[src/rtl/hopfield_seq_controller.sv]
// rtl/hopfield_seq_controller.sv - sequencing FSM for the Hopfield neuron-layer datapath
// Drives MAC, activation and state-memory write strobes; ends on convergence or iteration cap.
module hopfield_seq_controller #(
   parameter int N_IN     = 4,
   parameter int N_NEURON = 4,
   parameter int MAX_ITER = 16,
   parameter int IDX_W    = $clog2(N_IN),
   parameter int NEU_W    = $clog2(N_NEURON),
   parameter int ITER_W   = $clog2(MAX_ITER + 1)
) (
   input  logic              clk,
   input  logic              rst,
   input  logic              start,
   input  logic              converged,
   output logic              en_x,
   output logic              en_w,
   output logic              init_mux,
   output logic              clr_acc,
   output logic              en_acc,
   output logic              en_a,
   output logic              wr_en,
   output logic [IDX_W-1:0]  in_idx,
   output logic [NEU_W-1:0]  neu_idx,
   output logic [ITER_W-1:0] iter_cnt,
   output logic              busy,
   output logic              done,
   output logic              timeout
);

   localparam logic [2:0] S_IDLE  = 3'd0;
   localparam logic [2:0] S_INIT  = 3'd1;
   localparam logic [2:0] S_CLR   = 3'd2;
   localparam logic [2:0] S_MAC   = 3'd3;
   localparam logic [2:0] S_ACT   = 3'd4;
   localparam logic [2:0] S_WRITE = 3'd5;
   localparam logic [2:0] S_CHECK = 3'd6;
   localparam logic [2:0] S_DONE  = 3'd7;

   localparam logic [IDX_W-1:0]  IDX_LAST  = IDX_W'(N_IN - 1);
   localparam logic [NEU_W-1:0]  NEU_LAST  = NEU_W'(N_NEURON - 1);
   localparam logic [ITER_W-1:0] ITER_LAST = ITER_W'(MAX_ITER - 1);

   logic [2:0]        r_state;
   logic [2:0]        w_next;
   logic [IDX_W-1:0]  r_in_idx;
   logic [NEU_W-1:0]  r_neu_idx;
   logic [ITER_W-1:0] r_iter_cnt;
   logic              r_timeout;
   logic              w_cap_hit;

   assign w_cap_hit = (r_iter_cnt == ITER_LAST);

   always_comb begin
      w_next = S_IDLE;
      case (r_state)
         S_IDLE:  w_next = start ? S_INIT : S_IDLE;
         S_INIT:  w_next = S_CLR;
         S_CLR:   w_next = S_MAC;
         S_MAC:   w_next = (r_in_idx == IDX_LAST) ? S_ACT : S_MAC;
         S_ACT:   w_next = S_WRITE;
         S_WRITE: w_next = (r_neu_idx == NEU_LAST) ? S_CHECK : S_CLR;
         S_CHECK: w_next = (converged || w_cap_hit) ? S_DONE : S_CLR;
         S_DONE:  w_next = S_IDLE;
         default: w_next = S_IDLE;
      endcase
   end

   always_ff @(posedge clk or posedge rst) begin
      if (rst) begin
         r_state    <= S_IDLE;
         r_in_idx   <= '0;
         r_neu_idx  <= '0;
         r_iter_cnt <= '0;
         r_timeout  <= 1'b0;
      end else begin
         r_state <= w_next;
         case (r_state)
            S_INIT: begin
               r_neu_idx  <= '0;
               r_iter_cnt <= '0;
               r_timeout  <= 1'b0;
            end
            S_CLR: r_in_idx <= '0;
            S_MAC: begin
               if (r_in_idx != IDX_LAST) begin
                  r_in_idx <= r_in_idx + IDX_W'(1);
               end
            end
            S_WRITE: r_neu_idx <= (r_neu_idx == NEU_LAST) ? '0 : r_neu_idx + NEU_W'(1);
            // convergence takes priority over the cap, so timeout only when not converged
            S_CHECK: begin
               r_iter_cnt <= r_iter_cnt + ITER_W'(1);
               r_timeout  <= !converged && w_cap_hit;
            end
            default: ;
         endcase
      end
   end

   always_comb begin
      en_x     = 1'b0;
      en_w     = 1'b0;
      init_mux = 1'b0;
      clr_acc  = 1'b0;
      en_acc   = 1'b0;
      en_a     = 1'b0;
      wr_en    = 1'b0;
      case (r_state)
         S_INIT: begin
            en_x     = 1'b1;
            en_w     = 1'b1;
            init_mux = 1'b1;
         end
         S_CLR:   clr_acc = 1'b1;
         S_MAC:   en_acc  = 1'b1;
         S_ACT:   en_a    = 1'b1;
         S_WRITE: wr_en   = 1'b1;
         S_CHECK: en_x    = 1'b1;
         default: ;
      endcase
   end

   assign busy     = (r_state != S_IDLE);
   assign done     = (r_state == S_DONE);
   assign in_idx   = r_in_idx;
   assign neu_idx  = r_neu_idx;
   assign iter_cnt = r_iter_cnt;
   assign timeout  = r_timeout;

endmodule

[config.mk]
export PLATFORM = sky130hd
export DESIGN_NAME = hopfield_seq_controller
export DESIGN_NICKNAME = d
export VERILOG_FILES = /design/src/rtl/hopfield_seq_controller.sv
export SDC_FILE = /design/constraint.sdc
export NUM_CORES = 1
export LEC_CHECK = 0
export ABC_AREA = 1
export CAP_MARGIN = 30
export CORE_MARGIN = 8
export CORE_UTILIZATION = 44
export DETAILED_ROUTE_END_ITERATION = 8
export PLACE_DENSITY = 0.79
export SLEW_MARGIN = 20
export SYNTH_ARGS = -nofsm -noshare
export SYNTH_HDL_FRONTEND = slang
export SYNTH_SLANG_ARGS = --single-unit
[constraint.sdc]
create_clock -name clk -period 1.45 [get_ports clk]
set_input_delay 0.2175 -clock clk [delete_from_list [all_inputs] [get_ports clk]]
set_output_delay 0.2175 -clock clk [all_outputs]
set_load 0.01 [all_outputs]
==> flow_metrics.env <==
export IMPL_max_cap_violations=0
export IMPL_firstDrtPassIters=4
export IMPL_final_cells=154
export IMPL_irDropWorstVdd_v=0.00115
export IMPL_setup_tns_final_ns=0
export IMPL_dieArea_sq_um=3270
export IMPL_fp_dieW_microns=57.2
export IMPL_path_class="reg -> out"
export IMPL_syn_nets=99
export IMPL_cp_depth=5
export IMPL_ant_nets=0
export IMPL_gp_congestion=0.831
export IMPL_mostFrequentLayoutCells="21 x nand2_1, 17 x buf_4, 11 x dfrtp_1"
export IMPL_cts_path_max_buffers=2
export IMPL_drive_above_1_share_pct=43.8
export IMPL_synth_xor_area_share_pct=0
export IMPL_track_usage_pct=12.4
export IMPL_finalSetupViolCount=0
export IMPL_io_pins=23
export IMPL_dr_first_iter_drc_count=16
export IMPL_period_share_pct=96.9
export IMPL_synth_top_family_by_area="simple AND/OR/NAND/NOR gates"
export IMPL_hold_viol=0
export IMPL_grt_pass1_wl_mm=3.26
export IMPL_ys_warn_count=0
export IMPL_numCtsBuffers=3
export IMPL_start_util_pct=45.2
export IMPL_path_clk_slew_ns=0.08
export IMPL_cp_top_family="flip-flops"
export IMPL_fmax_mhz=711
export IMPL_rsz0062_at_grt="yes"
export IMPL_status="completed"
export IMPL_core_sq_um=1650
export IMPL_worstReg2RegStart="iter_cnt[1]$_DFFE_PP0P_"
export IMPL_synth_cell_types=23
export IMPL_finalClockSkew_ns=0.00526
export IMPL_synth_compound_area_share_pct=3.69
export IMPL_cts_tree="done"
export IMPL_critPathLaunchType="flop"
export IMPL_p_leak_nw=0.681
export IMPL_syn_avg_cell_area_sq_um=8.19
export IMPL_layout_commonest_cell="nand2_1"
export IMPL_grt_max_degree=14
export IMPL_diodes=0
export IMPL_num_nets_final=146
export IMPL_antenna_found_initial=0
export IMPL_rows=15
export IMPL_drc=0
export IMPL_regToRegEndpoint="r_state[2]$_DFF_PP0_"
export IMPL_slew_headroom_pct=67.5
export IMPL_synthSimpleGateAreaFrac_pct=37.2
export IMPL_required_ns=1.23
export IMPL_drt_wl_total_mm=1.95
export IMPL_synth_top_area_cell="dfrtp_1"
export IMPL_crit_buf_inv=2
export IMPL_cp_cell_sequence="buf_6 -> nor2_4 -> nand2_2 -> nand2_4 -> buf_6"
export IMPL_slew_violations=0
export IMPL_synthTopCellsByArea="dfrtp_1 44%, nand2_1 12%, ha_1 6.7%, nor2_1 5.5%, nand3_1 4.7%"
export IMPL_critPathCaptureType="primary output"
export IMPL_synth_area_sq_um=746
export IMPL_portBuffers=22
export IMPL_cp_common_cell="buf_6"
export IMPL_cp_max_fo=3
export IMPL_tightest_slew_ns=0.488
export IMPL_powerDensity_nw_per_um2=1620
export IMPL_hp_class="in -> async"
export IMPL_post_dp_hpwl_mm=1.47
export IMPL_via_per_inst=4.77
export IMPL_synth_top_area_share_pct=43.6
export IMPL_rr_worst_depth=8
export IMPL_grt_ovfl_total=0
export IMPL_synthMuxAreaShare_pct=1.34
export IMPL_period_needed_ns=1.41
export IMPL_die_h_microns=57.2
export IMPL_syn_instance_count=91
export IMPL_synth_seq_cells=13
export IMPL_power_mw=1.94
export IMPL_dp_cells=143
export IMPL_num_vias=734
export IMPL_endpoint="en_x"
export IMPL_slowest_stage="dfrtp_2"
export IMPL_crit_arrival_ns=1.19
export IMPL_clock_sinks=13
export IMPL_drt_wirelength_per_cell_microns=12.7
export IMPL_cts_root_buf="clkbuf_4"
export IMPL_cts_max_level=1
export IMPL_synthAdderAreaFrac_pct=6.71
export IMPL_clk_latency_ns=0.27
export IMPL_slowest_delay_ns=0.45
export IMPL_ys_seq_area_share_pct=43.6
export IMPL_area_delta_synth_final_pct=60.7
export IMPL_timing_critical_path_from="r_state[1]$_DFF_PP0_"
export IMPL_grt_pass1_vias=767
export IMPL_regToRegSetupSlack_ns=0.05
[registers in the layout (all words and copies together), names as in the netlist]
signal,flops
in_idx,2
neu_idx,2
r_state,3
iter_cnt,5
timeout,1
[area by class of cell]
cell class / instances / area [sq um]
multi-input cells: 65 / 398
well taps: 17 / 21.3
flip-flops and latches: 13 / 328
repair buffers: 43 / 378
inverters: 12 / 47.5
fillers: 134 / 453
clock buffers: 4 / 26.3
[power by group]
part | internal [mW] | switching (mW) | total, mW
Combinational | 0.581 | 0.592 | 1.17
Clock | 0.106 | 0.117 | 0.224
Sequential | 0.460 | 0.0882 | 0.548
Total | 1.15 | 0.797 | 1.94
[repair_timing]
item | 4_1_cts | 5_1_grt
resized for setup | 44 | 19
endpoints found under the setup margin | 14 | 12
cloned | 0 | 0
setup buffers | 5 | 2
pin swaps | 1 | 3
hold buffers | 0 | 0
[worst min path at each step]
stage                              to  slack (ns)  cells after the start
2_1_floorplan   in_idx[0]$_DFFE_PP0P_        0.09                      1
3_3_place_gp      timeout$_DFFE_PP0P_        0.46                      2
3_5_place_dp      timeout$_DFFE_PP0P_        0.46                      2
4_1_cts           timeout$_DFFE_PP0P_        0.28                      2
5_1_grt           timeout$_DFFE_PP0P_        0.33                      2
6_report       neu_idx[0]$_DFFE_PP0P_        0.26                      2
[cell usage after synthesis (all sizes together)]
library cell,n
nor3,1
mux2i,1
a21oi,2
o21bai,1
buf,1
nand2,28
inv,12
nand4,1
nand3,9
ha,4
nor3b,1
o21ai,2
nor2,14
dfrtp,13
or2,1
[cells by family after synthesis]
group | count (synthesis)
multiplexers | 1
AND/OR/NAND/NOR | 55
flip-flops | 13
adder cells (fa/ha/maj) | 4
AO/OA/AOI/OAI | 5
buffers and inverters | 13
[metal layers]
| metal | GRT usage, % | routed length (microns) | part of all wire, % |
|---|---|---|---|
| met4 | 6.04 | 25 | 1.3 |
| met3 | 3.55 | 100 | 5.1 |
| met2 | 21.9 | 1010 | 52 |
| met5 | 0 | 0 | 0 |
| met1 | 13.1 | 813 | 42 |
[through the flow]
stage / instance area, sq um / utilization, % / setup WS [ns] / hold WS, ns
4_1_cts: 1160 / 70.0 / -0.00776 / 0.276
5_1_grt: 1200 / 72.6 / -0.0677 / 0.329
2_1_floorplan: 746 / - / 0.0803 / 0.0945
3_5_place_dp: 1080 / 65.7 / -0.0979 / 0.459
3_3_place_gp: 1080 / 65.7 / -0.0600 / 0.462
6_report: 1200 / 72.6 / 0.0443 / 0.256
[worst register-to-register path: stages (launching register included)]
cell and delay (ns):
dfrtp_1 0.40, ha_2 0.19, nand2_2 0.08, nor2_2 0.04
ha_2 0.17, nor2_1 0.08, nor2_1 0.06, nor2_1 0.15
nand3_1 0.10
No activity file was read; power rests on OpenSTA's default activity.
